## src/rtl/vga_sync_gen_if.sv

```systemverilog
// Raster timing bundle: pixel coordinates plus sync/blanking strobes.
// The generator drives it and the tile/font logic consumes it.
interface vga_sync_gen_if;
    logic       pixel_tick;
    logic [9:0] Qh;
    logic [9:0] Qv;
    logic       hsync;
    logic       vsync;
    logic       video_on;
    logic       fin_linea;
    logic       fin_cuadro;

    modport master (
        output pixel_tick, Qh, Qv,
        output hsync, vsync, video_on,
        output fin_linea, fin_cuadro
    );

    modport slave (
        input pixel_tick, Qh, Qv,
        input hsync, vsync, video_on,
        input fin_linea, fin_cuadro
    );
endinterface

```

## src/rtl/vga_sync_gen.sv

```systemverilog
// VGA raster timing generator: pixel-rate divider, H/V counters and
// registered sync/blanking outputs aligned with the coordinates.
module vga_sync_gen #(
    parameter int DIV       = 4,
    parameter int H_VISIBLE = 640,
    parameter int H_FRONT   = 16,
    parameter int H_SYNC    = 96,
    parameter int H_BACK    = 48,
    parameter int V_VISIBLE = 480,
    parameter int V_FRONT   = 10,
    parameter int V_SYNC    = 2,
    parameter int V_BACK    = 33,
    parameter bit SYNC_POL  = 1'b0
) (
    input  logic           reloj,
    input  logic           reset,
    vga_sync_gen_if.master vga
);
    localparam int H_TOTAL = H_VISIBLE + H_FRONT + H_SYNC + H_BACK;
    localparam int V_TOTAL = V_VISIBLE + V_FRONT + V_SYNC + V_BACK;
    localparam int DW      = (DIV > 1) ? $clog2(DIV) : 1;

    localparam logic [DW-1:0] DIV_LAST = DW'(DIV - 1);
    localparam logic [9:0] H_LAST  = 10'(H_TOTAL - 1);
    localparam logic [9:0] V_LAST  = 10'(V_TOTAL - 1);
    localparam logic [9:0] H_VIS   = 10'(H_VISIBLE);
    localparam logic [9:0] V_VIS   = 10'(V_VISIBLE);
    localparam logic [9:0] HS_BEG  = 10'(H_VISIBLE + H_FRONT);
    localparam logic [9:0] HS_END  = 10'(H_VISIBLE + H_FRONT + H_SYNC);
    localparam logic [9:0] VS_BEG  = 10'(V_VISIBLE + V_FRONT);
    localparam logic [9:0] VS_END  = 10'(V_VISIBLE + V_FRONT + V_SYNC);

    logic [DW-1:0] div_cnt;
    logic          tick;
    logic [9:0]    qh;
    logic [9:0]    qv;
    logic [9:0]    qh_next;
    logic [9:0]    qv_next;
    logic          h_wrap;
    logic          hsync_q;
    logic          vsync_q;
    logic          video_q;

    always_ff @(posedge reloj or negedge reset) begin
        if (!reset) begin
            div_cnt <= '0;
        end else if (div_cnt == DIV_LAST) begin
            div_cnt <= '0;
        end else begin
            div_cnt <= div_cnt + 1'b1;
        end
    end

    assign tick   = (div_cnt == DIV_LAST);
    assign h_wrap = tick && (qh == H_LAST);

    always_comb begin
        qh_next = qh;
        qv_next = qv;
        if (tick) begin
            qh_next = h_wrap ? 10'd0 : qh + 10'd1;
            if (h_wrap) begin
                qv_next = (qv == V_LAST) ? 10'd0 : qv + 10'd1;
            end
        end
    end

    // Strobes are computed from the next coordinates so they change on
    // the very edge the counters do (zero skew against Qh/Qv).
    always_ff @(posedge reloj or negedge reset) begin
        if (!reset) begin
            qh      <= '0;
            qv      <= '0;
            hsync_q <= ~SYNC_POL;
            vsync_q <= ~SYNC_POL;
            video_q <= 1'b1;
        end else begin
            qh      <= qh_next;
            qv      <= qv_next;
            hsync_q <= (qh_next >= HS_BEG && qh_next < HS_END)
                     ? SYNC_POL : ~SYNC_POL;
            vsync_q <= (qv_next >= VS_BEG && qv_next < VS_END)
                     ? SYNC_POL : ~SYNC_POL;
            video_q <= (qh_next < H_VIS) && (qv_next < V_VIS);
        end
    end

    assign vga.pixel_tick = tick;
    assign vga.Qh         = qh;
    assign vga.Qv         = qv;
    assign vga.hsync      = hsync_q;
    assign vga.vsync      = vsync_q;
    assign vga.video_on   = video_q;
    assign vga.fin_linea  = h_wrap;
    assign vga.fin_cuadro = h_wrap && (qv == V_LAST);
endmodule

```

## src/flat_wrapper.sv

```systemverilog
// flat-port wrapper written by rule: the top's interface ports become plain ports
module vga_sync_gen_flat 
#(
    parameter int DIV       = 4,
    parameter int H_VISIBLE = 640,
    parameter int H_FRONT   = 16,
    parameter int H_SYNC    = 96,
    parameter int H_BACK    = 48,
    parameter int V_VISIBLE = 480,
    parameter int V_FRONT   = 10,
    parameter int V_SYNC    = 2,
    parameter int V_BACK    = 33,
    parameter bit SYNC_POL  = 1'b0
)
  (reloj, reset, vga_pixel_tick, vga_Qh, vga_Qv, vga_hsync, vga_vsync, vga_video_on, vga_fin_linea, vga_fin_cuadro);
  vga_sync_gen_if vga_i ();
  input  logic reloj;
  input  logic reset;
  output wire logic [$bits(vga_i.pixel_tick)-1:0] vga_pixel_tick;
  output wire logic [$bits(vga_i.Qh)-1:0] vga_Qh;
  output wire logic [$bits(vga_i.Qv)-1:0] vga_Qv;
  output wire logic [$bits(vga_i.hsync)-1:0] vga_hsync;
  output wire logic [$bits(vga_i.vsync)-1:0] vga_vsync;
  output wire logic [$bits(vga_i.video_on)-1:0] vga_video_on;
  output wire logic [$bits(vga_i.fin_linea)-1:0] vga_fin_linea;
  output wire logic [$bits(vga_i.fin_cuadro)-1:0] vga_fin_cuadro;
  assign vga_pixel_tick = vga_i.pixel_tick;
  assign vga_Qh = vga_i.Qh;
  assign vga_Qv = vga_i.Qv;
  assign vga_hsync = vga_i.hsync;
  assign vga_vsync = vga_i.vsync;
  assign vga_video_on = vga_i.video_on;
  assign vga_fin_linea = vga_i.fin_linea;
  assign vga_fin_cuadro = vga_i.fin_cuadro;
  vga_sync_gen #(.DIV(DIV), .H_VISIBLE(H_VISIBLE), .H_FRONT(H_FRONT), .H_SYNC(H_SYNC), .H_BACK(H_BACK), .V_VISIBLE(V_VISIBLE), .V_FRONT(V_FRONT), .V_SYNC(V_SYNC), .V_BACK(V_BACK), .SYNC_POL(SYNC_POL)) u_core (.reloj(reloj), .reset(reset), .vga(vga_i));
endmodule
```

## config.mk

```make
export PLATFORM = sky130hd
export DESIGN_NAME = vga_sync_gen_flat
export DESIGN_NICKNAME = d
export VERILOG_FILES = /design/src/rtl/vga_sync_gen_if.sv /design/src/rtl/vga_sync_gen.sv /design/src/flat_wrapper.sv
export SDC_FILE = /design/constraint.sdc
export NUM_CORES = 1
export LEC_CHECK = 0
export ABC_AREA = 1
export BUFFER_PORTS_ARGS = -buffer_cell sky130_fd_sc_hd__buf_2
export CORE_MARGIN = 2
export CORE_UTILIZATION = 50
export CTS_BUF_LIST = sky130_fd_sc_hd__clkbuf_16
export CTS_CLUSTER_DIAMETER = 50
export CTS_CLUSTER_SIZE = 16
export DETAILED_ROUTE_END_ITERATION = 10
export GPL_TIMING_DRIVEN = 1
export HOLD_SLACK_MARGIN = 0.06
export MAX_ROUTING_LAYER = met4
export PLACE_DENSITY = 0.72
export SKIP_LAST_GASP = 1
export SYNTH_ARGS = -nofsm -noshare
export SYNTH_HDL_FRONTEND = slang
export SYNTH_SLANG_ARGS = --single-unit
```

## constraint.sdc

```tcl
create_clock -name reloj -period 1.81 [get_ports reloj]
set_input_delay 0.0905 -clock reloj [delete_from_list [all_inputs] [get_ports reloj]]
set_output_delay 0.0905 -clock reloj [all_outputs]
set_load 0.01 [all_outputs]
```

---- Word-level counts from Yosys, hierarchy flattened ----
Cells that the tools add are included.
word-level totals
  bits in registers ....................... 25
  latch bits .............................. 0
  bits in writable memories ............... 0
  bits in read-only memories .............. 0
  bits of input ports ..................... 2
  output and inout bits ................... 26
  word-level logic and storage cells ...... 31
  memories ................................ 0
operators by class
  add/subtract/negate cells ............... 3
  $mul .................................... 0
  divide/modulo/power cells ............... 0
  $lt $le $gt $ge ......................... 6
  equal/unequal tests ..................... 3
  shift-type cells ........................ 0
  muxes and demuxes ....................... 8
  bitwise operators ....................... 0
  reductions and logical operators ........ 5
operator list
  kind                                                                                  count
  10-bit two-way mux                                                                    5
  10-bit by 1-bit adder with 10-bit output, second input constant                       2
  10-bit equality test, second input constant                                           2
  10-bit < comparator, second input constant                                            2
  10-bit by 9-bit < comparator with 1-bit output, second input constant                 2
  10-bit greater-or-equal comparator, second input constant                             1
  10-bit by 9-bit greater-or-equal comparator with 1-bit output, second input constant  1
  1-bit logical AND                                                                     5
  2-bit by 1-bit adder with 2-bit output, second input constant                         1
  2-bit equality test, second input constant                                            1
  1-bit two-way mux                                                                     2
  2-bit two-way mux                                                                     1

---- Depth between registers and ports, before layout ----
  depth after elaboration ................. 7
  mapped depth ............................ 12
  mapped depth without buffers ............ 12

---- Least setup slack after synthesis ----
Ideal clock, no wire load.
  path type ............................... reg-to-reg
  start ................................... reg u_core.div_cnt[0]
  end ..................................... reg u_core.vsync_q (netlist: u_core.vga.vsync)
  library setup time ...................... 83 ps
  arrival ................................. 1,511 ps
  data required time ...................... 1,727 ps
  setup slack ............................. 215 ps
  cell stages (with the launch flop) ...... 12
  buffers on the path ..................... 1
  period minus slack after synthesis ...... 1,595 ps
  cell sequence ........................... dfrtp_1 > ha_1 > buf_6 > nand2_2 > nor2_4 > inv_2 > nor2_4 > nand3_1 > nand2_2 > nand3_2 > nor2_1 > nand3_1
between the ends
  word-level cells in the longest chain between the ends .. 7
  elaborated cells on any way between the ends .. 8
  those cells by class .................... order compare: 2; eq/ne: 1; mux: 3; reduce/logical: 2
RTL lines
  item                                                                                                                             RTL line            text
  start: declaration                                                                                                               vga_sync_gen.sv:33  logic [DW-1:0] div_cnt;
  start signal: assignment                                                                                                         vga_sync_gen.sv:50  div_cnt <= div_cnt + 1'b1;
  2-bit equality test *                                                                                                            vga_sync_gen.sv:54  assign tick = (div_cnt == DIV_LAST);
  net vga_pixel_tick                                                                                                               flat_wrapper.sv:19  output wire logic [$bits(vga_i.pixel_tick)-1:0] vga_pixel_tick;
  1-bit logical AND *                                                                                                              vga_sync_gen.sv:55  assign h_wrap = tick && (qh == H_LAST);
  net vga_fin_linea                                                                                                                flat_wrapper.sv:25  output wire logic [$bits(vga_i.fin_linea)-1:0] vga_fin_linea;
  10-bit two-way mux *                                                                                                             vga_sync_gen.sv:62  if (h_wrap) begin
  10-bit two-way mux *                                                                                                             vga_sync_gen.sv:60  if (tick) begin
  net u_core.qv_next[1]                                                                                                            vga_sync_gen.sv:38  logic [9:0] qv_next;
  10-bit by 9-bit greater-or-equal comparator with 1-bit output or 10-bit by 9-bit < comparator with 1-bit output (tied branches)  vga_sync_gen.sv:82  vsync_q <= (qv_next >= VS_BEG && qv_next < VS_END)
  1-bit logical AND *                                                                                                              vga_sync_gen.sv:82
  1-bit two-way mux *                                                                                                              vga_sync_gen.sv:83  ? SYNC_POL : ~SYNC_POL;
  end signal: assignment                                                                                                           vga_sync_gen.sv:75  vsync_q <= ~SYNC_POL;
  end signal: assignment                                                                                                           vga_sync_gen.sv:82
  end: declaration                                                                                                                 vga_sync_gen.sv:41  logic vsync_q;
Mark *: on every way through the listed nets, which the timed path passes. The rest lies on a longest branch.

---- Final worst setup path ----
  start ................................... reg u_core.qh[0] (netlist: u_core.vga.Qh[0])
  end ..................................... out vga_fin_cuadro
between the ends
  word-level cells in the longest chain between the ends .. 3
RTL lines
  item                      RTL line            text
  start: declaration        vga_sync_gen.sv:35  logic [9:0] qh;
  start signal: assignment  vga_sync_gen.sv:78  qh <= qh_next;
  10-bit equality test      vga_sync_gen.sv:55
  1-bit logical AND         vga_sync_gen.sv:55
  1-bit logical AND         vga_sync_gen.sv:95  assign vga.fin_cuadro = h_wrap && (qv == V_LAST);
  end: declaration          flat_wrapper.sv:26  output wire logic [$bits(vga_i.fin_cuadro)-1:0] vga_fin_cuadro;
No other way between the ends.

==> load_flow_metrics.sql <==
INSERT INTO impl_metrics (metric_group, metric, value, unit) VALUES
('run_status', 'status', 'finished, final reports clean', ''),
('critical_path', 'rr_startpoint', 'u_core.vga.Qh[5]', ''),
('global_route', 'grt_antenna_before_repair', '0', ''),
('floorplanning', 'placement_rows', '20', ''),
('synthesis', 'ys_ff_latch', '25', ''),
('clocking', 'htreeDepth', '1', ''),
('sta', 'timing.slew.headroom', '63.52', '%'),
('critical_path', 'timing.critical_path.required', '1720', 'ps'),
('clocking', 'tritoncts_clock_tree', 'yes', ''),
('global_route', 'grt.met3_usage', '2.941', '%'),
('floorplanning', 'io_pins', '28', ''),
('synthesis', 'yosys_most_used_dff', 'sky130_fd_sc_hd__dfrtp_1', ''),
('drt', 'drt-total-wl', '3.632', 'mm'),
('clocking', 'cts_buffer_depth', '2', ''),
('synthesis', 'postSynthNetCount', '241', ''),
('synthesis', 'syn-instance-count', '235', ''),
('final_layout', 'combined_area_of_the_multi_input_logic_cells', '848.3', 'um2'),
('final_layout', 'num-fill-cells', '298', ''),
('synthesis', 'portion_of_the_post_synthesis_area_used_by_sequential_elements', '38.69', '%'),
('sta', 'fmaxAchievable', '586.9', 'MHz'),
('drt', 'vias', '1572', ''),
('power_and_ir_drop', 'totalPowerFinal', '0.001066', 'W'),
('global_route', 'first_global_vias', '1321', ''),
('clocking', 'cts.sink_count', '25', ''),
('sta', 'setup_viol_count_final', '0', ''),
('final_layout', 'final_net_count', '274', ''),
('clocking', 'worst_skew_pair.late_latency', '260', 'ps'),
('synthesis', 'synth_enable_flop_cells', '0', ''),
('floorplanning', 'fp.coreArea', '3078', 'um2'),
('critical_path', 'critPathArrivalTime', '1610', 'ps'),
('hold_path', 'worst_min_delay_path_category', 'in2async', ''),
('drt', 'avgRoutedWirePerCell', '11.68', 'um'),
('placed_design', 'post-place-ws', '70.03', 'ps'),
('floorplanning', 'initial_utilization', '52.85', '%'),
('clocking', 'cts_root_buffer', 'sky130_fd_sc_hd__clkbuf_16', ''),
('floorplanning', 'die_height', '61.04', 'um'),
('sta', 'layout_worst_path_cycle_share', '94.14', '%'),
('sta', 'totalNegativeSetupSlack', '0', 'ps'),
('sta', 'hold_violations', '0', ''),
('critical_path', 'worst-r2r-setup-slack', '170', 'ps'),
('sta', 'timing_max_transition_violations_final', '0', ''),
('critical_path', 'r2r_end', 'u_core.vga.video_on', ''),
('power_and_ir_drop', 'total_leakage_power', '1.026', 'nW'),
('floorplanning', 'chipWidth', '61.04', 'um'),
('drt', 'antenna_left', '0', ''),
('drt', 'detail_route.vias_per_cell', '5.055', ''),
('global_route', 'grt_remaining_overflow', '0', ''),
('drt', 'detail_route.drc_violations', '0', ''),
('placed_design', 'io_buffers', '27', ''),
('synthesis', 'yosysWarningCount', '0', ''),
('placed_design', 'gpl.final_weighted_congestion', '0.9705', ''),
('global_route', 'grt-busiest-layer', 'met1', ''),
('sta', 'slew_of_the_pin_with_the_lowest_slew_margin', '547.2', 'ps'),
('power_and_ir_drop', 'cellPowerDensity', '548.8', 'nW/um2'),
('final_layout', 'diodes', '0', ''),
('critical_path', 'timing.reg2reg.worst_path_depth', '8', ''),
('global_route', 'global_route.usage.met1', '34.41', '%'),
('global_route', 'met2_use_gr', '29.33', '%'),
('flow_run', 'cap_viol_max_count', '0', ''),
('synthesis', 'synth_async_sr_flop_share', '100.0', '%'),
('final_layout', 'post_route_cells_drive_above_1_share', '25.47', '%'),
('sta', 'setup_ws', '106.0', 'ps'),
('sta', 'timing.clock.skew', '5.736', 'ps'),
('global_route', 'maximum_number_of_pins_on_one_net_before_global_route_repair', '26', ''),
('drt', 'dr.pass1.iters', '4', ''),
('sta', 'final.min_clock_period', '1704', 'ps'),
('synthesis', 'synth.distinct_cells', '28', ''),
('critical_path', 'timing.critical_path.from_type', 'flop', ''),
('final_layout', 'syn_to_final_growth', '19.46', '%'),
('drt', 'first_iter_violations', '95', ''),
('critical_path', 'crit_path_end_kind', 'output port', ''),
('global_route', 'grt_usage', '22.41', '%'),
('critical_path', 'critical_path_peak_fanout', '6', ''),
('placed_design', 'hpwl', '2.736', 'mm'),
('global_route', 'grt_first_pass_wirelength', '5.989', 'mm'),
('clocking', 'cts_clock_pin_slew_for_the_worst_setup_and_hold_paths', '60', 'ps'),
('synthesis', 'netlist_area', '1627', 'um2'),
('final_layout', 'layout.area.seq', '629.4', 'um2'),
('final_layout', 'post_layout_util', '63.13', '%'),
('synthesis', 'syn_area_per_cell', '6.922', 'um2'),
('clocking', 'cts_buffers', '3', ''),
('floorplanning', 'die_area', '3725', 'um2'),
('power_and_ir_drop', 'max-vdd-ir-drop', '0.3367', 'mV'),
('critical_path', 'timing.setup.critical_path_class', 'reg2out', '');
cell usage in the layout (no fill, tap or decap), drive strengths merged:
| cell | Yosys | layout |
|---|---|---|
| a21oi | 2 | 2 |
| nand4 | 7 | 7 |
| nand2 | 68 | 68 |
| dfrtp | 22 | 22 |
| buf | 3 | 31 |
| nand3 | 29 | 29 |
| ha | 4 | 4 |
| dlygate4sd3 | 0 | 1 |
| nand3b | 3 | 3 |
| nor2 | 39 | 39 |
| clkinv | 2 | 3 |
| nor3 | 1 | 1 |
| or2 | 1 | 1 |
| and2 | 1 | 1 |
| o21bai | 3 | 3 |
| dfstp | 3 | 3 |
| o21ai | 6 | 6 |
| inv | 39 | 39 |
| clkbuf | 1 | 3 |
| xor2 | 1 | 1 |
repair_timing:
item | in CTS | in global routing
buffers inserted | 0 | 2
endpoints found under the setup margin | 0 | 4
hold endpoints to repair | 22 | 0
resized for setup | 0 | 9
hold buffers | 1 | 0
cell usage after synthesis (4+ instances only):
cell type | instances | area, um2
sky130_fd_sc_hd__nand2_1 | 63 | 236.5
sky130_fd_sc_hd__inv_1 | 35 | 131.4
sky130_fd_sc_hd__nor2_1 | 30 | 112.6
sky130_fd_sc_hd__nand3_1 | 26 | 130.1
sky130_fd_sc_hd__dfrtp_1 | 22 | 550.5
sky130_fd_sc_hd__nand4_1 | 7 | 43.79
sky130_fd_sc_hd__nor2_2 | 7 | 43.79
sky130_fd_sc_hd__nand2_2 | 5 | 31.28
sky130_fd_sc_hd__o21ai_0 | 5 | 25.02
sky130_fd_sc_hd__ha_1 | 4 | 50.05
sky130_fd_sc_hd__inv_2 | 4 | 15.01
sequential cells by signal, summed over array words and instances, names as in the netlist:
register,flops
u_core.vga.Qh,10
u_core.vga.Qv,10
u_core.div_cnt,2
u_core.vga.hsync,1
u_core.vga.video_on,1
u_core.vga.vsync,1
through the flow:
step	hold slack, ps	instances	cell area, um2
after global placement	114.4	304	1805
after detailed placement	113.9	304	1805
final	349.6	311	1943
after global routing	419.2	311	1943
after CTS	368.8	309	1896
after floorplan	-205.1	235	1627
area by class of cell:
cell class	instances	share of cell area [%]
multi-input cells	165	43.66
flip-flops and latches	25	32.39
repair buffers	32	9.015
inverters	41	7.985
clock buffers	3	3.863
well taps	44	2.833
clock inverters	1	0.2576
power breakdown:
part / switching [W] / internal (W)
sequential: 0 / 0.000559
combinational: 0.0000105 / 0.00000217
clock: 0.000197 / 0.000298
total: 0.000207 / 0.000859
critical path: stages (launching register included):
cell                      delay, ps
sky130_fd_sc_hd__dfrtp_1        400
sky130_fd_sc_hd__ha_2           230
sky130_fd_sc_hd__inv_1           70
sky130_fd_sc_hd__nor2_2         110
sky130_fd_sc_hd__nand3_2        110
sky130_fd_sc_hd__nor2_4         180
sky130_fd_sc_hd__nand2_2         90
sky130_fd_sc_hd__inv_1           50
sky130_fd_sc_hd__buf_2          110
cell families after synthesis:
group | share of synthesized area, %
and+or+nand+nor | 42.46
AOI/OAI and AO/OA | 4.076
DFF | 38.69
xor gates and xnor gates | 0.5386
adders and majority gates | 3.077
buffers and inverters | 11.15
layer usage:
metal  part of all wire, %  vias to the layer above  wire [um]
li1                      -                      796          -
met1                    47                      710       1698
met2                    45                       59       1621
met3                   6.5                        7        236
met4                   2.1                        0         76
met5                     0                        -          0
how the worst max path moves through the flow:
stage                 startpoint          endpoint  slack [ps]  cells past startpoint
6_report        u_core.vga.Qh[0]    vga_fin_cuadro         110                      8
5_1_grt         u_core.vga.Qh[0]    vga_fin_cuadro         -40                      8
4_1_cts        u_core.div_cnt[0]  u_core.vga.vsync          50                     10
3_5_place_dp   u_core.div_cnt[0]  u_core.vga.vsync          70                     10
3_3_place_gp   u_core.div_cnt[0]  u_core.vga.vsync         110                     10
2_1_floorplan  u_core.div_cnt[0]  u_core.vga.vsync         220                     11
(Power assumes the default switching activity.)
